===== config.mk =====
export PLATFORM = sky130hd
export DESIGN_NAME = tw_horizontal_loader_flat
export DESIGN_NICKNAME = d
export VERILOG_FILES = /design/src/rtl/tw_horizontal_loader_pkg.sv /design/src/rtl/tw_horizontal_loader_if.sv /design/src/rtl/tw_horizontal_loader_word_buf.sv /design/src/rtl/tw_horizontal_loader.sv /design/src/flat_wrapper.sv
export SDC_FILE = /design/constraint.sdc
export NUM_CORES = 1
export LEC_CHECK = 0
export BUFFER_PORTS_ARGS = -buffer_cell sky130_fd_sc_hd__buf_2
export CAP_MARGIN = 25
export CORE_UTILIZATION = 60
export DETAILED_ROUTE_END_ITERATION = 8
export GPL_ROUTABILITY_DRIVEN = 0
export MAX_ROUTING_LAYER = met4
export PLACE_DENSITY = 0.81
export SYNTH_ARGS = -nofsm -noshare
export SYNTH_HDL_FRONTEND = slang
export SYNTH_SLANG_ARGS = --single-unit

===== constraint.sdc =====
create_clock -name CLK -period 6.1 [get_ports CLK]
set_clock_uncertainty 0.05 [all_clocks]
set_input_delay 0.305 -clock CLK [delete_from_list [all_inputs] [get_ports CLK]]
set_output_delay 0.305 -clock CLK [all_outputs]
set_load 0.01 [all_outputs]

===== src/rtl/tw_horizontal_loader_pkg.sv =====
// Shared types and constants for the stage-0 twiddle horizontal loader.
// Also imported by the TW_ROM4 benches.
package tw_load_pkg;

  localparam int P_WIDTH_DEFAULT    = 128;
  localparam int HDW_DEFAULT        = 64;
  localparam int DEPTH_DEFAULT      = 4;
  localparam int GAP_CYCLES_DEFAULT = 1;

  typedef enum logic [2:0] {
    FILL    = 3'd0,
    READY   = 3'd1,
    SEND_HI = 3'd2,
    SEND_LO = 3'd3,
    GAP     = 3'd4
  } state_t;

  localparam logic [1:0] ROM4_W_IDLE = 2'd0;
  localparam logic [1:0] ROM4_W_HI   = 2'd1;
  localparam logic [1:0] ROM4_W_LO   = 2'd2;

  // Counter width that stays at least one bit for a modulus of 1.
  function automatic int cnt_width(input int n);
    return (n > 1) ? $clog2(n) : 1;
  endfunction

endpackage


===== src/rtl/tw_horizontal_loader_if.sv =====
// Upstream twiddle-word handshake plus the TW_ROM4 write bus.
// slave = loader side, master = source/receiver side.
interface tw_horizontal_loader_if #(
  parameter int P_WIDTH       = 128,
  parameter int horizontal_DW = 64
) ();

  logic                     tw_valid;
  logic                     tw_ready;
  logic [P_WIDTH-1:0]       tw_data;
  logic [horizontal_DW-1:0] horizontal_data_out;
  logic [1:0]               ROM4_w;

  modport master (
    output tw_valid,
    output tw_data,
    input  tw_ready,
    input  horizontal_data_out,
    input  ROM4_w
  );

  modport slave (
    input  tw_valid,
    input  tw_data,
    output tw_ready,
    output horizontal_data_out,
    output ROM4_w
  );

endinterface


===== src/rtl/tw_horizontal_loader_word_buf.sv =====
// DEPTH x P_WIDTH word store: one write port with synchronous clear,
// combinational read returning either the hi or the lo half of an entry.
module tw_word_buf
  import tw_load_pkg::*;
#(
  parameter int P_WIDTH       = P_WIDTH_DEFAULT,
  parameter int horizontal_DW = HDW_DEFAULT,
  parameter int DEPTH         = DEPTH_DEFAULT,
  parameter int AW            = cnt_width(DEPTH)
) (
  input  logic                     clk,
  input  logic                     rst_n,
  input  logic                     wr_en,
  input  logic [AW-1:0]            wr_addr,
  input  logic [P_WIDTH-1:0]       wr_data,
  input  logic [AW-1:0]            rd_addr,
  input  logic                     rd_hi,
  output logic [horizontal_DW-1:0] rd_data
);

  logic [P_WIDTH-1:0] mem_reg [DEPTH];
  logic [P_WIDTH-1:0] rd_word;

  always_ff @(posedge clk) begin
    if (!rst_n) begin
      for (int i = 0; i < DEPTH; i++) begin
        mem_reg[i] <= '0;
      end
    end else if (wr_en) begin
      mem_reg[wr_addr] <= wr_data;
    end
  end

  assign rd_word = mem_reg[rd_addr];
  assign rd_data = rd_hi ? rd_word[P_WIDTH-1:horizontal_DW]
                         : rd_word[horizontal_DW-1:0];

endmodule


===== src/rtl/tw_horizontal_loader.sv =====
// Collects DEPTH twiddle words, then on start streams every hi half followed
// by every lo half to TW_ROM4 as one unbroken burst, then idles GAP_CYCLES.
module tw_horizontal_loader
  import tw_load_pkg::*;
#(
  parameter int P_WIDTH       = P_WIDTH_DEFAULT,
  parameter int horizontal_DW = HDW_DEFAULT,
  parameter int DEPTH         = DEPTH_DEFAULT,
  parameter int GAP_CYCLES    = GAP_CYCLES_DEFAULT
) (
  input  logic                  CLK,
  input  logic                  rst_n,
  tw_horizontal_loader_if.slave bus,
  input  logic                  start,
  output logic                  busy,
  output logic                  done
);

  localparam int BW = cnt_width(DEPTH);
  localparam int GW = cnt_width(GAP_CYCLES);
  localparam logic [BW-1:0] LAST_BEAT = BW'(DEPTH - 1);
  localparam logic [GW-1:0] LAST_GAP  = GW'(GAP_CYCLES - 1);

  state_t                   state_reg, state_next;
  logic [BW-1:0]            wr_ptr_reg, wr_ptr_next;
  logic [BW-1:0]            beat_cnt_reg, beat_cnt_next;
  logic [GW-1:0]            gap_cnt_reg, gap_cnt_next;
  logic [horizontal_DW-1:0] data_reg, data_next;
  logic [horizontal_DW-1:0] rd_data;
  logic [1:0]               rom_w_reg, rom_w_next;
  logic                     busy_reg, busy_next;
  logic                     done_reg, done_next;
  logic                     accept;

  assign bus.tw_ready = (state_reg == FILL);
  assign accept       = bus.tw_valid && (state_reg == FILL);

  // Read address follows the next beat so the registered output lines up
  // with the state it belongs to (first beat visible the cycle after start).
  tw_word_buf #(
    .P_WIDTH       (P_WIDTH),
    .horizontal_DW (horizontal_DW),
    .DEPTH         (DEPTH),
    .AW            (BW)
  ) u_word_buf (
    .clk     (CLK),
    .rst_n   (rst_n),
    .wr_en   (accept),
    .wr_addr (wr_ptr_reg),
    .wr_data (bus.tw_data),
    .rd_addr (beat_cnt_next),
    .rd_hi   (state_next == SEND_HI),
    .rd_data (rd_data)
  );

  always_ff @(posedge CLK) begin
    if (!rst_n) begin
      state_reg    <= FILL;
      wr_ptr_reg   <= '0;
      beat_cnt_reg <= '0;
      gap_cnt_reg  <= '0;
      data_reg     <= '0;
      rom_w_reg    <= ROM4_W_IDLE;
      busy_reg     <= 1'b0;
      done_reg     <= 1'b0;
    end else begin
      state_reg    <= state_next;
      wr_ptr_reg   <= wr_ptr_next;
      beat_cnt_reg <= beat_cnt_next;
      gap_cnt_reg  <= gap_cnt_next;
      data_reg     <= data_next;
      rom_w_reg    <= rom_w_next;
      busy_reg     <= busy_next;
      done_reg     <= done_next;
    end
  end

  always_comb begin
    state_next    = state_reg;
    wr_ptr_next   = wr_ptr_reg;
    beat_cnt_next = beat_cnt_reg;
    gap_cnt_next  = gap_cnt_reg;
    case (state_reg)
      FILL: begin
        if (accept) begin
          if (wr_ptr_reg == LAST_BEAT) begin
            wr_ptr_next = '0;
            state_next  = READY;
          end else begin
            wr_ptr_next = wr_ptr_reg + 1'b1;
          end
        end
      end
      READY: begin
        if (start) begin
          state_next    = SEND_HI;
          beat_cnt_next = '0;
        end
      end
      SEND_HI: begin
        if (beat_cnt_reg == LAST_BEAT) begin
          beat_cnt_next = '0;
          state_next    = SEND_LO;
        end else begin
          beat_cnt_next = beat_cnt_reg + 1'b1;
        end
      end
      SEND_LO: begin
        if (beat_cnt_reg == LAST_BEAT) begin
          beat_cnt_next = '0;
          gap_cnt_next  = '0;
          state_next    = GAP;
        end else begin
          beat_cnt_next = beat_cnt_reg + 1'b1;
        end
      end
      GAP: begin
        if (gap_cnt_reg == LAST_GAP) begin
          gap_cnt_next = '0;
          state_next   = FILL;
        end else begin
          gap_cnt_next = gap_cnt_reg + 1'b1;
        end
      end
      default: state_next = FILL;
    endcase
  end

  // Output values are decoded from the upcoming state and registered.
  always_comb begin
    rom_w_next = ROM4_W_IDLE;
    data_next  = '0;
    if (state_next == SEND_HI) begin
      rom_w_next = ROM4_W_HI;
      data_next  = rd_data;
    end else if (state_next == SEND_LO) begin
      rom_w_next = ROM4_W_LO;
      data_next  = rd_data;
    end
    busy_next = (state_next == SEND_HI) || (state_next == SEND_LO) ||
                (state_next == GAP);
    done_next = (state_next == GAP) && (state_reg != GAP);
  end

  assign bus.horizontal_data_out = data_reg;
  assign bus.ROM4_w              = rom_w_reg;
  assign busy                    = busy_reg;
  assign done                    = done_reg;

endmodule


===== src/flat_wrapper.sv =====
// flat-port wrapper written by rule: the top's interface ports become plain ports
module tw_horizontal_loader_flat import tw_load_pkg::*;
#(
  parameter int P_WIDTH       = P_WIDTH_DEFAULT,
  parameter int horizontal_DW = HDW_DEFAULT,
  parameter int DEPTH         = DEPTH_DEFAULT,
  parameter int GAP_CYCLES    = GAP_CYCLES_DEFAULT
)
  (CLK, rst_n, start, busy, done, bus_tw_valid, bus_tw_data, bus_tw_ready, bus_horizontal_data_out, bus_ROM4_w);
  tw_horizontal_loader_if #(.P_WIDTH(P_WIDTH), .horizontal_DW(horizontal_DW)) bus_i ();
  input  logic CLK;
  input  logic rst_n;
  input  logic start;
  output logic busy;
  output logic done;
  input wire logic [$bits(bus_i.tw_valid)-1:0] bus_tw_valid;
  input wire logic [$bits(bus_i.tw_data)-1:0] bus_tw_data;
  output wire logic [$bits(bus_i.tw_ready)-1:0] bus_tw_ready;
  output wire logic [$bits(bus_i.horizontal_data_out)-1:0] bus_horizontal_data_out;
  output wire logic [$bits(bus_i.ROM4_w)-1:0] bus_ROM4_w;
  assign bus_i.tw_valid = bus_tw_valid;
  assign bus_i.tw_data = bus_tw_data;
  assign bus_tw_ready = bus_i.tw_ready;
  assign bus_horizontal_data_out = bus_i.horizontal_data_out;
  assign bus_ROM4_w = bus_i.ROM4_w;
  tw_horizontal_loader #(.P_WIDTH(P_WIDTH), .horizontal_DW(horizontal_DW), .DEPTH(DEPTH), .GAP_CYCLES(GAP_CYCLES)) u_core (.CLK(CLK), .rst_n(rst_n), .bus(bus_i), .start(start), .busy(busy), .done(done));
endmodule

==> results.cfg <==
[synthesis]
synth-main-ff-cell = edfxtp_1
seq_area_frac_synth_pct = 67.90
synthTopCellsByArea = edfxtp_1, and2_1, nand2_1, dfxtp_1, a21oi_1
synth-seq-cells = 587
synth_edf_count = 512
postSynthAreaPerCell_sq_um = 11.68
async_flop_share_pct = 0
syn_area_sq_um = 24850
synth_nets = 2261
synth_top_cell_area_share_pct = 61.86
yosysWarnings = 0
synth.distinct_cells = 38
yosysTopAreaCell = edfxtp_1
synth_cells = 2127

[drt]
via_count = 16960
drtAntennaViolNets = 0
drt_first_iter_violations = 1639
routed_wirelength_microns = 59770
drc = 0
wire_per_inst_microns = 20.00
drtPass1Iterations = 6
vias_per_cell = 5.676

[die]
initial_utilization_pct = 60.87
io-pin-count = 201
die_w_microns = 205.5
die_area_sq_um = 42240
die_h_microns = 205.5
rows = 74
core_area_sq_um = 40830

[clock_network]
root_buffer = clkbuf_16
cts_buffers = 58
post_cts_buffers = 0
ctsResizeCount = 0
ctsHoldBuffers = 128
cts.sinks = 587
clk_latency_ps = 610
clockBufferDepth = 3
clkTransAtPathRegs_ps = 60
htree_levels = 2
cts_tree = yes

[place]
placed_area_sq_um = 26140
dpl.hpwl_microns = 31050
portBuffers = 200

[finish]
fillers = 2734
final_nets = 2531
final_area_sq_um = 29280
layout-drive-gt1-share_pct = 12.95
areaGrowthSynthToFinish_pct = 17.80
largest_reg_flops = 512

[power_and_ir_drop]
power_frac_seq_pct = 54.6
switchingPower_mw = 1.824
power_mw = 8.536
ir_worst_vdd_mv = 0.2284
power.density_nw_per_um2 = 291.6
swShare_pct = 21.37
combPwrFrac_pct = 5.5
p_clk_share_pct = 39.9
power.internal_mw = 6.712
leakage_nw = 11.51

[timing]
hold_viol = 0
fin_crit_sh_pct = 56.30
period_needed_ps = 3434
finalSetupTns_ps = 0
slew_headroom_pct = 30.05
rsz0062_at_grt = false
maxSlewViolCount = 0
worst_pin_slew_ps = 1049
fmax_ghz = 0.2912
report.final.setup_viol = 0

[setup_path]
worstPathCellList = ha_1 > nor4b_2 > a211o_4 > buf_12 > nand2_1 > a21oi_1 > or4_1
cp_slowest_cell = a211o_4
path_max_fanout = 166
worstPathRequired_ps = 6610
slowest_delay_ps = 810
endpoint_kind = flop
cp.arrival_ps = 3940
critical_path_class = reg -> reg
start_kind = flop

[flow_run]
cap_violations = 0

[outcome]
status = completed

[global_route]
antenna_found_initial = 8
grt_overflow = 0
grt_pass1_vias = 17000
track_usage_pct = 29.27
grt_pass1_wl_microns = 90980
grt_max_degree = 167

[hold_path]
hold_path_class = in -> reg
-- cell families after synthesis --
group / after synthesis / synth area share [%]
compound gates: 274 / 5.774
fa+ha+maj: 2 / 0.1007
buf+inv: 142 / 2.754
flops: 587 / 67.90
mux: 1 / 0.06039
simple gates: 1121 / 23.41
-- through the flow --
step                instances  hold slack (ps)  setup slack [ps]  util [%]
floorplan                2127            376.7             973.2         -
global placement         2740            513.8              2686     64.01
detailed placement       2740            523.5              2594     64.01
CTS                      2978            5.607              2650     71.58
global route             2987            37.05              2476     71.70
finish                   2988            30.05              2666     71.70
-- per-layer routing --
metal | GRT usage [%] | wire [microns]
met1 | 36.19 | 22910
met2 | 48.26 | 30210
met3 | 5.226 | 4937
met4 | 10.95 | 1706
met5 | - | 0
-- power by group through the flow --
stage               Combinational, mW  Sequential [mW]  Clock [mW]
floorplan                       0.225             4.75           0
global placement                0.384             4.73           0
detailed placement              0.397             4.74           0
CTS                             0.468             4.66        3.43
global route                    0.511             4.67        3.59
finish                          0.468             4.66        3.41
-- cells in the mapped netlist, types with 9 or more instances --
library cell	count
nand2_1	516
and2_1	514
edfxtp_1	512
a21oi_1	258
clkbuf_1	87
dfxtp_1	75
or4_1	64
buf_2	26
buf_4	13
buf_6	9
nor2_1	9
-- worst max-delay path, delay by kind of cell, from the launching register on --
family	cells	cell delay [ps]
compound gates	2	1040
simple gates	3	750
buf+inv	1	560
flops	1	380
fa+ha+maj	1	300
-- cells in the final DEF (no fill, tap or decap), types with 3 or more instances in the layout --
cell           Yosys  final
a21oi_1          258    258
nand3b_1           3      3
clkbuf_1          87     20
o21ai_0            4      4
clkinv_1           0     16
clkbuf_8           0      6
buf_12             0      3
buf_4             13     19
dlygate4sd3_1      0    128
clkinv_2           0      5
edfxtp_1         512    512
diode_2            0      9
and2_1           514    514
a21boi_0           3      3
nand2b_4           0      3
clkbuf_16          0     61
or4_1             64     64
buf_2             26    200
dfxtp_1           75     75
nand2_1          516    515
nor2_1             9      8
-- cell type report --
class	instances	area (sq um)	share of cell area, %
multi-input cells	1398	7386	25.23
repair buffers	351	2512	8.582
flip-flops and latches	587	16880	57.64
clock inverters	23	126.4	0.4316
inverters	1	3.754	0.01282
well taps	532	665.6	2.274
diodes	9	22.52	0.07693
clock buffers	87	1684	5.752
-- final timing paths --
check | start | end | slack [ps] | depth (start not counted)
setup / recovery | u_core.beat_cnt_reg[0] | u_core.bus.horizontal_data_out[17] | 2670 | 7
hold / removal | rst_n | u_core.beat_cnt_reg[1] | 30 | 2
setup reg to reg | u_core.beat_cnt_reg[0] | u_core.bus.horizontal_data_out[17] | 2670 | 7
hold reg to reg | u_core.u_word_buf.mem_reg[2][7] | u_core.bus.horizontal_data_out[7] | 530 | 3
(Power assumes the default switching activity.)
